File: src/rtl/peripheral_dbg_pu_riscv_pkg.sv
// Shared limits and helpers for the debug-unit event synchroniser.
package peripheral_dbg_pu_riscv_pkg;

    localparam int unsigned SyncStagesMin = 2;
    localparam int unsigned SyncStagesMax = 4;
    localparam int unsigned ChannelsMin   = 1;
    localparam int unsigned ChannelsMax   = 32;

    // Width of the channel index; at least one bit even for a single channel.
    function automatic int unsigned sel_width(input int unsigned channels);
        return (channels > 1) ? $clog2(channels) : 1;
    endfunction

endpackage

File: src/rtl/peripheral_dbg_pu_riscv_sync_event_if.sv
// Event-side bus of the synchroniser: event inputs, per-channel status and the priority result.
import peripheral_dbg_pu_riscv_pkg::*;

interface peripheral_dbg_pu_riscv_sync_event_if #(
    parameter int unsigned CHANNELS  = 4,
    parameter int unsigned CNT_WIDTH = 3,
    parameter int unsigned SEL_W     = sel_width(CHANNELS)
);
    logic [CHANNELS-1:0]           toggle_in;
    logic [CHANNELS-1:0]           set;
    logic [CHANNELS-1:0]           ack;
    logic [CHANNELS-1:0]           clr;
    logic [CHANNELS-1:0]           d_out;
    logic [CHANNELS*CNT_WIDTH-1:0] count;
    logic [CHANNELS-1:0]           ovf;
    logic                          any;
    logic [SEL_W-1:0]              sel;

    modport master (
        output toggle_in, set, ack, clr,
        input  d_out, count, ovf, any, sel
    );

    modport slave (
        input  toggle_in, set, ack, clr,
        output d_out, count, ovf, any, sel
    );
endinterface

File: src/rtl/peripheral_dbg_pu_riscv_sync_event_ch.sv
// One event channel: toggle synchroniser, edge detect, saturating pending counter and sticky overflow.
import peripheral_dbg_pu_riscv_pkg::*;

module peripheral_dbg_pu_riscv_sync_event_ch #(
    parameter int unsigned SYNC_STAGES = 2,
    parameter int unsigned CNT_WIDTH   = 3
) (
    input  logic                 clk_i,
    input  logic                 rstn_i,
    input  logic                 primed_i,
    input  logic                 toggle_i,
    input  logic                 set_i,
    input  logic                 ack_i,
    input  logic                 clr_i,
    output logic                 d_o,
    output logic [CNT_WIDTH-1:0] count_o,
    output logic                 ovf_o
);
    localparam logic [CNT_WIDTH+1:0] CntMax = {2'b00, {CNT_WIDTH{1'b1}}};

    logic [SYNC_STAGES-1:0] sync_q;
    logic                   prev_q;
    logic [CNT_WIDTH-1:0]   count_q, count_d;
    logic                   ovf_q, ovf_d;
    logic                   tog;
    logic [1:0]             inc;
    logic                   dec;
    logic [CNT_WIDTH+1:0]   sum;

    // Until primed, prev tracks the chain so a level held through reset is the baseline.
    assign tog = (sync_q[SYNC_STAGES-1] ^ prev_q) & primed_i;

    always_comb begin
        inc     = {1'b0, tog} + {1'b0, set_i};
        dec     = ack_i & ((count_q != '0) | (inc != 2'd0));
        sum     = {2'b00, count_q} + {{CNT_WIDTH{1'b0}}, inc} - {{(CNT_WIDTH+1){1'b0}}, dec};
        count_d = count_q;
        ovf_d   = ovf_q;
        if (clr_i) begin
            count_d = '0;
            ovf_d   = 1'b0;
        end else if (sum > CntMax) begin
            count_d = '1;
            ovf_d   = 1'b1;
        end else begin
            count_d = sum[CNT_WIDTH-1:0];
        end
    end

    always_ff @(posedge clk_i) begin
        if (!rstn_i) begin
            sync_q  <= '0;
            prev_q  <= 1'b0;
            count_q <= '0;
            ovf_q   <= 1'b0;
        end else begin
            sync_q  <= {sync_q[SYNC_STAGES-2:0], toggle_i};
            prev_q  <= sync_q[SYNC_STAGES-1];
            count_q <= count_d;
            ovf_q   <= ovf_d;
        end
    end

    // Fast path: an event is visible in the cycle it is detected.
    assign d_o     = (count_q != '0) | tog | set_i;
    assign count_o = count_q;
    assign ovf_o   = ovf_q;

endmodule

File: src/rtl/peripheral_dbg_pu_riscv_sync_event.sv
// Multi-channel toggle-event synchroniser: priming counter, per-channel instances, ANY and SEL.
import peripheral_dbg_pu_riscv_pkg::*;

module peripheral_dbg_pu_riscv_sync_event #(
    parameter int unsigned CHANNELS    = 4,
    parameter int unsigned SYNC_STAGES = 2,
    parameter int unsigned CNT_WIDTH   = 3
) (
    input logic                                 clk_i,
    input logic                                 rstn_i,
    peripheral_dbg_pu_riscv_sync_event_if.slave bus
);
    localparam int unsigned SelW        = sel_width(CHANNELS);
    localparam logic [2:0]  PrimeCycles = 3'(SYNC_STAGES + 1);

    logic [2:0]                    prime_cnt_q;
    logic                          primed;
    logic [CHANNELS-1:0]           d_out;
    logic [CHANNELS-1:0]           ovf;
    logic [CHANNELS*CNT_WIDTH-1:0] count;
    logic [SelW-1:0]               sel;

    assign primed = (prime_cnt_q == PrimeCycles);

    always_ff @(posedge clk_i) begin
        if (!rstn_i) begin
            prime_cnt_q <= '0;
        end else if (!primed) begin
            prime_cnt_q <= prime_cnt_q + 3'd1;
        end
    end

    for (genvar g = 0; g < CHANNELS; g++) begin : gen_ch
        peripheral_dbg_pu_riscv_sync_event_ch #(
            .SYNC_STAGES (SYNC_STAGES),
            .CNT_WIDTH   (CNT_WIDTH)
        ) u_ch (
            .clk_i    (clk_i),
            .rstn_i   (rstn_i),
            .primed_i (primed),
            .toggle_i (bus.toggle_in[g]),
            .set_i    (bus.set[g]),
            .ack_i    (bus.ack[g]),
            .clr_i    (bus.clr[g]),
            .d_o      (d_out[g]),
            .count_o  (count[g*CNT_WIDTH +: CNT_WIDTH]),
            .ovf_o    (ovf[g])
        );
    end

    // Walk downwards so the lowest pending index wins.
    always_comb begin
        sel = '0;
        for (int i = CHANNELS - 1; i >= 0; i--) begin
            if (d_out[i]) sel = SelW'(i);
        end
    end

    assign bus.d_out = d_out;
    assign bus.count = count;
    assign bus.ovf   = ovf;
    assign bus.any   = |d_out;
    assign bus.sel   = sel;

endmodule

File: src/flat_wrapper.sv
// flat-port wrapper written by rule: the top's interface ports become plain ports
module peripheral_dbg_pu_riscv_sync_event_flat 
#(
    parameter int unsigned CHANNELS    = 4,
    parameter int unsigned SYNC_STAGES = 2,
    parameter int unsigned CNT_WIDTH   = 3
)
  (clk_i, rstn_i, bus_toggle_in, bus_set, bus_ack, bus_clr, bus_d_out, bus_count, bus_ovf, bus_any, bus_sel);
  peripheral_dbg_pu_riscv_sync_event_if #(.CHANNELS(CHANNELS), .CNT_WIDTH(CNT_WIDTH), .SEL_W(2)) bus_i ();
  input logic clk_i;
  input logic rstn_i;
  input wire logic [$bits(bus_i.toggle_in)-1:0] bus_toggle_in;
  input wire logic [$bits(bus_i.set)-1:0] bus_set;
  input wire logic [$bits(bus_i.ack)-1:0] bus_ack;
  input wire logic [$bits(bus_i.clr)-1:0] bus_clr;
  output wire logic [$bits(bus_i.d_out)-1:0] bus_d_out;
  output wire logic [$bits(bus_i.count)-1:0] bus_count;
  output wire logic [$bits(bus_i.ovf)-1:0] bus_ovf;
  output wire logic [$bits(bus_i.any)-1:0] bus_any;
  output wire logic [$bits(bus_i.sel)-1:0] bus_sel;
  assign bus_i.toggle_in = bus_toggle_in;
  assign bus_i.set = bus_set;
  assign bus_i.ack = bus_ack;
  assign bus_i.clr = bus_clr;
  assign bus_d_out = bus_i.d_out;
  assign bus_count = bus_i.count;
  assign bus_ovf = bus_i.ovf;
  assign bus_any = bus_i.any;
  assign bus_sel = bus_i.sel;
  peripheral_dbg_pu_riscv_sync_event #(.CHANNELS(CHANNELS), .SYNC_STAGES(SYNC_STAGES), .CNT_WIDTH(CNT_WIDTH)) u_core (.clk_i(clk_i), .rstn_i(rstn_i), .bus(bus_i));
endmodule
File: config.mk
export PLATFORM = sky130hd
export DESIGN_NAME = peripheral_dbg_pu_riscv_sync_event_flat
export DESIGN_NICKNAME = d
export VERILOG_FILES = /design/src/rtl/peripheral_dbg_pu_riscv_pkg.sv /design/src/rtl/peripheral_dbg_pu_riscv_sync_event_if.sv /design/src/rtl/peripheral_dbg_pu_riscv_sync_event_ch.sv /design/src/rtl/peripheral_dbg_pu_riscv_sync_event.sv /design/src/flat_wrapper.sv
export SDC_FILE = /design/constraint.sdc
export NUM_CORES = 1
export LEC_CHECK = 0
export CAP_MARGIN = 40
export CORE_MARGIN = 2
export CORE_UTILIZATION = 50
export DETAILED_ROUTE_END_ITERATION = 8
export PLACE_DENSITY = 0.78
export SLEW_MARGIN = 10
export SYNTH_ARGS = -nofsm -noshare
export SYNTH_HDL_FRONTEND = slang
export SYNTH_HIERARCHICAL = 1
export SYNTH_SLANG_ARGS = --single-unit
File: constraint.sdc
create_clock -name clk_i -period 3.4 [get_ports clk_i]
set_input_delay 0.68 -clock clk_i [delete_from_list [all_inputs] [get_ports clk_i]]
set_output_delay 0.68 -clock clk_i [all_outputs]
set_load 0.02 [all_outputs]
; ---- Yosys cells after proc, flatten, opt, wreduce, memory -nomap -nowiden
; Index checks and enable logic that the tools add are counted.
[op_classes]
n_addsub = 13
n_lt_le_gt_ge = 4
eq_ne = 1
muxes = 8
bitwise = 25
reduce_logical = 13
[ops]
columns = cell, n
row1 = $gt 5x3->1 const B, 4
row2 = $sub 4x1->5, 4
row3 = $add 3x2->4, 4
row4 = $mux 3, 4
row5 = $or 1x1->1, 12
row6 = $reduce_bool 3->1, 4
row7 = $add 1x1->2, 4
row8 = $and 1x1->1, 8
row9 = $mux 2, 4
row10 = $reduce_bool 2->1, 4
row11 = $reduce_or 2->1, 4
row12 = $reduce_or 4->1, 1
row13 = $xor 1x1->1, 4
row14 = $add 3x1->3 const B, 1
row15 = $eq 3x2->1 const B, 1
row16 = $not 1->1, 1
[word_totals]
regBits = 31
in_bits = 18
out_inout_bits = 23

; ---- Depth between registers and ports, before layout
; Gate-level depths: netlist (run 1).
[depth]
word_depth = 9
mapped_depth = 12

; ---- Cells and area by module
; Netlist (run 1), hierarchy kept.
[modules_own_cells]
columns = mod, instances, cells_per_inst, area_per_inst_um2
row1 = peripheral_dbg_pu_riscv_sync_event_ch at u_core.gen_ch[0].u_ch ..., 2, 49, 446.7
row2 = peripheral_dbg_pu_riscv_sync_event_ch at u_core.gen_ch[2].u_ch ..., 2, 49, 444.2
row3 = peripheral_dbg_pu_riscv_sync_event, 1, 21, 185.2

; ---- Least setup slack after synthesis (run 1)
; Ideal clock, no wire load.
[synth_path]
path_kind = register -> register
from = reg u_core.prime_cnt_q[0]
to = reg u_core.gen_ch[2].u_ch.count_q[2]
setup_time_ns = 0.074
arrival_time_ns = 2.403
slack_ns = 0.923
path_stages_with_launch = 13
synth_period_minus_slack_ns = 2.477
path_cell_list = dfxtp_1 ha_1 ha_1 nand2_1 ha_1 inv_1 ha_1 inv_1 ha_1 inv_1 fa_1 mux2_2 a31oi_1
[synth_between]
elab_chain_cells = 9
[synth_lines]
columns = element, line
row1 = "start, declared", peripheral_dbg_pu_riscv_sync_event.sv:16  ; logic [2:0] prime_cnt_q;
row2 = "start signal, assigned", peripheral_dbg_pu_riscv_sync_event.sv:29  ; prime_cnt_q <= prime_cnt_q + 3'd1;
row3 = $eq 3x2->1 *, peripheral_dbg_pu_riscv_sync_event.sv:23  ; assign primed = (prime_cnt_q == PrimeCycles);
row4 = named net u_core.primed, peripheral_dbg_pu_riscv_sync_event.sv:17  ; logic primed;
row5 = $and 1x1->1 *, peripheral_dbg_pu_riscv_sync_event_ch.sv:31  ; assign tog = (sync_q[SYNC_STAGES-1] ^ prev_q) & primed_i;
row6 = $add 1x1->2 *, peripheral_dbg_pu_riscv_sync_event_ch.sv:34  ; inc = {1'b0, tog} + {1'b0, set_i};
row7 = "parallel branches: the longest is 3 deep, another holds $add 3x2->4", -
row8 = $sub 4x1->5 *, peripheral_dbg_pu_riscv_sync_event_ch.sv:36  ; sum = {2'b00, count_q} + {{CNT_WIDTH{1'b0}}, inc} - {{(CNT_WIDTH+1){1'b0}}, dec};
row9 = $gt 5x3->1, peripheral_dbg_pu_riscv_sync_event_ch.sv:42  ; end else if (sum > CntMax) begin
row10 = $mux 3 *, peripheral_dbg_pu_riscv_sync_event_ch.sv:42
row11 = "end signal, assigned", peripheral_dbg_pu_riscv_sync_event_ch.sv:59  ; count_q <= count_d;
row12 = "end, declared", peripheral_dbg_pu_riscv_sync_event_ch.sv:23  ; logic [CNT_WIDTH-1:0] count_q, count_d;
; Mark *: on every way through the listed nets, which the timed path passes.
; A chain may end at the register's enable or synchronous reset.

; ---- Worst setup path in the final report (run 1)
[layout_path]
from = reg u_core.prime_cnt_q[0]
to = out bus_sel[0]
[layout_between]
elab_chain_cells = 8
[layout_lines]
columns = element, line
row1 = $eq 3x2->1 *, peripheral_dbg_pu_riscv_sync_event.sv:23
row2 = named net u_core.primed, peripheral_dbg_pu_riscv_sync_event.sv:17
row3 = $and 1x1->1, peripheral_dbg_pu_riscv_sync_event_ch.sv:31
row4 = $or 1x1->1 (2 in series), peripheral_dbg_pu_riscv_sync_event_ch.sv:65  ; assign d_o = (count_q != '0) | tog | set_i;
row5 = $mux 2 (3 in series), peripheral_dbg_pu_riscv_sync_event.sv:55  ; if (d_out[i]) sel = SelW'(i);
row6 = $mux 2 *, peripheral_dbg_pu_riscv_sync_event.sv:55
row7 = "end, declared", flat_wrapper.sv:20  ; output wire logic [$bits(bus_i.sel)-1:0] bus_sel;
; The timed path passes the listed nets; every way through them passes the cells marked *.

==> results of run 1 <==
## routing by layer
layer	vias up	global-route usage
met5	-	0
met2	32	0.2838
met1	694	0.2487
met3	2	0.03547
met4	0	0.08418
li1	813	-
## flip-flops by register name, indices dropped and copies added (netlist names)
name                        flops
u_core/gen_ch.u_ch/count_o     12
u_core/gen_ch.u_ch/sync_q       8
u_core/gen_ch.u_ch/ovf_o        4
u_core/gen_ch.u_ch/prev_q       4
u_core/prime_cnt_q              3
## synth_stat cells, types with 5 or more instances
cell type and number:
inv_1 46, ha_1 35, dfxtp_1 31, and2_1 13, a31oi_1 12, nand3_1 12, a21oi_1 11, nand2_1 10
nor2_1 6, nand2b_1 5, nor3_1 5
## layout make-up
cell class	count	area, um2
clock buffer	8	100.1
fill	322	1189
multi-input combinational	140	1174
tap	48	60.06
sequential	31	620.6
timing repair buffer	40	400.4
inverter	46	172.7
## worst max path at each step
stage | endpoint | slack, ns | cells past startpoint
after detailed placement | u_core/gen_ch[2].u_ch/count_o[2]$_SDFF_PP0_ | 0.34 | 11
after global routing | bus_sel[0] | 0.28 | 7
after floorplan | u_core/gen_ch[2].u_ch/count_o[2]$_SDFF_PP0_ | 0.92 | 12
after global placement | u_core/gen_ch[1].u_ch/count_o[2]$_SDFF_PP0_ | 0.37 | 11
after CTS | bus_sel[0] | 0.45 | 7
final | bus_sel[0] | 0.48 | 7
## power by group through the flow
| stage | clock, W | sequential (W) | combinational [W] |
|---|---|---|---|
| after CTS | 0.000311 | 0.000441 | 0.000582 |
| after detailed placement | 0 | 0.000448 | 0.000576 |
| final | 0.000301 | 0.000440 | 0.000576 |
| after global routing | 0.000333 | 0.000445 | 0.000656 |
| after global placement | 0 | 0.000447 | 0.000569 |
| after floorplan | 0 | 0.000481 | 0.000360 |
## through the flow
stage | cell area, um2 | hold WS, ns | instances | power (W)
3_5_place_dp | 2427 | 0.4193 | 305 | 0.001024
4_1_cts | 2527 | 0.4335 | 313 | 0.001334
5_1_grt | 2527 | 0.4592 | 313 | 0.001434
6_report | 2527 | 0.4346 | 313 | 0.001317
3_3_place_gp | 2427 | 0.4144 | 305 | 0.001016
2_1_floorplan | 1967 | 0.4118 | 217 | 0.0008407
## logic make-up after synthesis
group           after synthesis  share of synthesized area
compound gates               38                     0.1457
xor+xnor                      5                    0.02226
fa+ha+maj                    39                     0.2634
buf+inv                      46                    0.08779
flops                        31                     0.3155
mux                           5                    0.02799
simple gates                 53                     0.1374
==> flow_metrics.env, run 1 <==
export IMPL_critPathRequiredTime_ns=2.72
export IMPL_fin_crit_ns=2.916
export IMPL_setup_violations=0
export IMPL_fin_tns_setup_ns=0
export IMPL_clock_skew_ns=0.003752
export IMPL_post_route_util=0.6801
export IMPL_regToRegSetupSlack_ns=0.68
export IMPL_rsz0062_at_grt="false"
export IMPL_path_max_fanout=4
export IMPL_ctsHtreeMaxLevel=2
export IMPL_yosys_top_cells_area="dfxtp_1 32%, ha_1 22%, inv_1 8.8%"
export IMPL_ioPinCount=41
export IMPL_grt_usage=0.1844
export IMPL_syn_area_per_cell_um2=9.064
export IMPL_route_met2_wl_mm=1.526
export IMPL_grt_pass1_wl_mm=6.203
export IMPL_slew_viol_final=0
export IMPL_synth_seq_area_share=0.3155
export IMPL_p_switching_w=0.0004544
export IMPL_wl_met1_mm=1.743
export IMPL_setup_ws_ns=0.4837
export IMPL_drive_above_1_share=0.07547
export IMPL_first_iter_violations=47
export IMPL_synthDistinctLibCells=24
export IMPL_p_int_w=0.0008626
export IMPL_wire_per_inst_um=10.89
export IMPL_path_class="reg2out"
export IMPL_timing_fmax_ghz=0.3429
export IMPL_power_density_mw_per_mm2=521.1
export IMPL_root_buffer="clkbuf_8"
export IMPL_synth_fp_nets=274
export IMPL_worst_path_buf_inv=1
export IMPL_most_common_layout_cells="46 x inv_1, 40 x clkdlybuf4s50_1, 35 x ha_1"
export IMPL_cts_sinks=31
export IMPL_synth_top_area_cell="dfxtp_1"
export IMPL_synth_top_cell_area_share=0.3155
export IMPL_hp_start="u_core/gen_ch[3].u_ch/sync_q[0]$_SDFF_PN0_"
export IMPL_rows=22
export IMPL_r2r_cells=12
export IMPL_crit_top_cell="ha_1"
export IMPL_gp_congestion=0.8480
export IMPL_start_util=0.5293
export IMPL_outcome="finished, final reports clean"
export IMPL_ant_nets=0
export IMPL_synth_seq_cells=31
export IMPL_synth_main_ff_cell="dfxtp_1"
export IMPL_hpwlAfterDp_mm=2.787
export IMPL_whs_path_depth=1
export IMPL_sw_frac_of_total=0.3450
export IMPL_clk_latency_ns=0.27
export IMPL_syn_cell_area_mm2=0.001967
export IMPL_clkPwrFrac=0.229
export IMPL_cp_start_kind="flip-flop"
export IMPL_final_common_cell="inv_1"
export IMPL_cp_top_family="buffers and inverters"
export IMPL_p_leak_nw=1.156
export IMPL_top_layer="met4"
export IMPL_slowest_delay_ns=0.62
export IMPL_end_kind="output pin"
export IMPL_peakVddDrop_mv=0.3529
export IMPL_r2r_end="u_core/gen_ch[2].u_ch/count_o[2]$_SDFF_PP0_"
export IMPL_arrival_ns=2.24
export IMPL_cpMaxStageDelayCell="clkdlybuf4s50_1"
export IMPL_slew_headroom=0.6526
export IMPL_first_global_vias=1505
export IMPL_cts_inserted_buffers=5
export IMPL_clk_pin_slew_ns=0.06
export IMPL_pwr_share_comb=0.437
export IMPL_drc=0
export IMPL_ys_warn_count=6
export IMPL_die_x_um=66.72
export IMPL_pwr_share_seq=0.334
export IMPL_cp_cell_sequence="ha_1, ha_1, nand2_1, nand3_1, nand2b_1, a21oi_1, clkdlybuf4s50_1"
export IMPL_worst_slew_pin_slew_ns=0.5194
export IMPL_drt_wl_total_mm=3.410
export IMPL_fin_crit_sh=0.8577
export IMPL_die_area_mm2=0.004452
export IMPL_wl_met3_um=99
export IMPL_synth_async_reset_ratio=0
export IMPL_synth_edff_count=0
export IMPL_antenna_found_initial=0
export IMPL_vias_per_cell=4.923
export IMPL_hold_class="reg2reg"
export IMPL_cts_setup_buffers=0
export IMPL_hold_buffers=0
export IMPL_reg2reg_from="u_core/prime_cnt_q[0]$_SDFFE_PN0P_"
export IMPL_antenna_cells=0
export IMPL_holdPathEnd="u_core/gen_ch[3].u_ch/sync_q[1]$_SDFF_PN0_"
export IMPL_coreArea_mm2=0.003716
export IMPL_crit_start="u_core/prime_cnt_q[0]$_SDFFE_PN0P_"
export IMPL_hold_viol=0
export IMPL_syn_to_final_growth_pct=28.50
export IMPL_drt_first_pass_iters=4
export IMPL_gr_total_overflow=0
export IMPL_io_buffers=40
export IMPL_maxCapViolCount=0
export IMPL_fp_dieH_um=66.72
export IMPL_place_ws_ns=0.3364
export IMPL_grt_max_degree=20
export IMPL_num_nets_final=321
export IMPL_cts_resized=0
export IMPL_synthCells=217
export IMPL_vias=1541
export IMPL_clockBufferDepth=2
export IMPL_cts_tree="built"
(Power assumes the default switching activity.)
==> run 2, diff against run 1 <==
==> constraint.sdc (replaced) <==
create_clock -name clk_i -period 3.3 [get_ports clk_i]
set_input_delay 0.66 -clock clk_i [delete_from_list [all_inputs] [get_ports clk_i]]
set_output_delay 0.66 -clock clk_i [all_outputs]
set_load 0.02 [all_outputs]
==> flow_metrics.env, run 2 (synthesis results as in run 1) <==
export IMPL_clk_pin_slew_ns=0.06
export IMPL_path_max_fanout=4
export IMPL_largest_reg_flops=12
export IMPL_placed_cells=305
export IMPL_most_common_layout_cells="46 x inv_1, 40 x clkdlybuf4s50_1, 35 x ha_1"
export IMPL_drt_wl_total_mm=3.367
export IMPL_grt_max_degree=20
export IMPL_rows=22
export IMPL_cts_setup_buffers=0
export IMPL_antenna_found_initial=0
export IMPL_drive_above_1_share=0.07547
export IMPL_maxCapViolCount=0
export IMPL_first_global_vias=1480
export IMPL_ctsHtreeMaxLevel=2
export IMPL_clock_skew_ns=0.002751
export IMPL_hold_class="reg2reg"
export IMPL_drt_first_pass_iters=4
export IMPL_dpl_instance_area_mm2=0.002427
export IMPL_outcome="finished, final reports clean"
export IMPL_multi_input_area_mm2=0.001174
export IMPL_cts_tree="built"
export IMPL_finalNonFillerCells=313
export IMPL_coreArea_mm2=0.003716
export IMPL_power_density_mw_per_mm2=538.1
export IMPL_worst_hold_slack_ns=0.4337
export IMPL_grt_usage=0.1812
export IMPL_fin_tns_setup_ns=0
export IMPL_vias_per_cell=4.914
export IMPL_die_area_mm2=0.004452
export IMPL_ant_nets=0
export IMPL_root_buffer="clkbuf_8"
export IMPL_peakVddDrop_mv=0.4603
export IMPL_vias=1538
export IMPL_final_seq_area_um2=620.6
export IMPL_arrival_ns=2.25
export IMPL_cts_resized=0
export IMPL_hold_buffers=0
export IMPL_io_buffers=40
export IMPL_whs_path_depth=1
export IMPL_slew_viol_final=0
export IMPL_fin_total_pwr_w=0.001360
export IMPL_hp_start="u_core/gen_ch[1].u_ch/sync_q[0]$_SDFF_PN0_"
export IMPL_crit_start="u_core/prime_cnt_q[0]$_SDFFE_PN0P_"
export IMPL_cts_sinks=31
export IMPL_fp_dieH_um=66.72
export IMPL_syn_to_final_growth_pct=28.50
export IMPL_r2r_cells=12
export IMPL_fin_crit_sh=0.8823
export IMPL_gr_total_overflow=0
export IMPL_cts_inserted_buffers=5
export IMPL_path_class="reg2out"
export IMPL_hold_viol=0
export IMPL_fin_crit_ns=2.912
export IMPL_drc=0
export IMPL_setup_violations=0
export IMPL_timing_fmax_ghz=0.3434
export IMPL_fillers=316
export IMPL_p_leak_nw=1.156
export IMPL_first_iter_violations=66
export IMPL_critPathRequiredTime_ns=2.64
export IMPL_gp_congestion=0.8483
export IMPL_fin_area_mm2=0.002527
export IMPL_slew_headroom=0.6571
export IMPL_clk_latency_ns=0.27
export IMPL_start_util=0.5293
export IMPL_worst_slew_pin_slew_ns=0.5128
export IMPL_grt_pass1_wl_mm=6.085
export IMPL_hpwlAfterDp_mm=2.798
export IMPL_end_kind="output pin"
export IMPL_num_nets_final=321
export IMPL_die_x_um=66.72
export IMPL_rsz0062_at_grt="false"
export IMPL_final_common_cell="inv_1"
export IMPL_wire_per_inst_um=10.76
export IMPL_reg2reg_from="u_core/prime_cnt_q[0]$_SDFFE_PN0P_"
export IMPL_cp_start_kind="flip-flop"
export IMPL_clockBufferDepth=2
export IMPL_antenna_cells=0
export IMPL_ioPinCount=41
==> run 2: cell counts in the layout (fill, tap and decap cells not counted) <==
Identical to the previous run, type by type.
==> run 2: final timing paths <==
check / to / slack, ns
worst min-delay path: u_core/gen_ch[1].u_ch/sync_q[1]$_SDFF_PN0_ / 0.43
worst min register to register: u_core/gen_ch[1].u_ch/sync_q[1]$_SDFF_PN0_ / 0.43
worst max-delay path: bus_sel[0] / 0.39
worst max register to register: u_core/gen_ch[2].u_ch/count_o[2]$_SDFF_PP0_ / 0.57
==> run 2: per-layer routing <==
layer,up-vias,track usage,wire length (um)
li1,811,-,-
met1,692,0.2424,1678
met2,30,0.2838,1515
met3,5,0.04561,124
met4,0,0.06122,48
met5,-,0,0
==> run 2: final cells by class <==
class	instances	area share
inverter	46	0.06832
tap	48	0.02376
multi-input combinational	140	0.4644
clock buffer	8	0.03960
timing repair buffer	40	0.1584
sequential	31	0.2455
==> run 2: stage by stage <==
stage,util,worst slack (ns)
floorplan,-,0.8228
global placement,0.6532,0.2944
detailed placement,0.6532,0.2597
CTS,0.6801,0.3490
global route,0.6801,0.1918
finish,0.6801,0.3883
==> run 2: power by group <==
group | internal, W | total, W | switching (W)
logic | 0.000278 | 0.000593 | 0.000316
registers | 0.000422 | 0.000453 | 0.0000318
clock network | 0.000190 | 0.000313 | 0.000123
total | 0.000889 | 0.00136 | 0.000471
==> run 2: critical path: stages, from the launching register on <==
cell and delay, ns:
dfxtp_1 0.32, ha_1 0.23, ha_1 0.23, nand2_1 0.14
nand3_1 0.13, nand2b_1 0.17, a21oi_1 0.13, clkdlybuf4s50_1 0.62
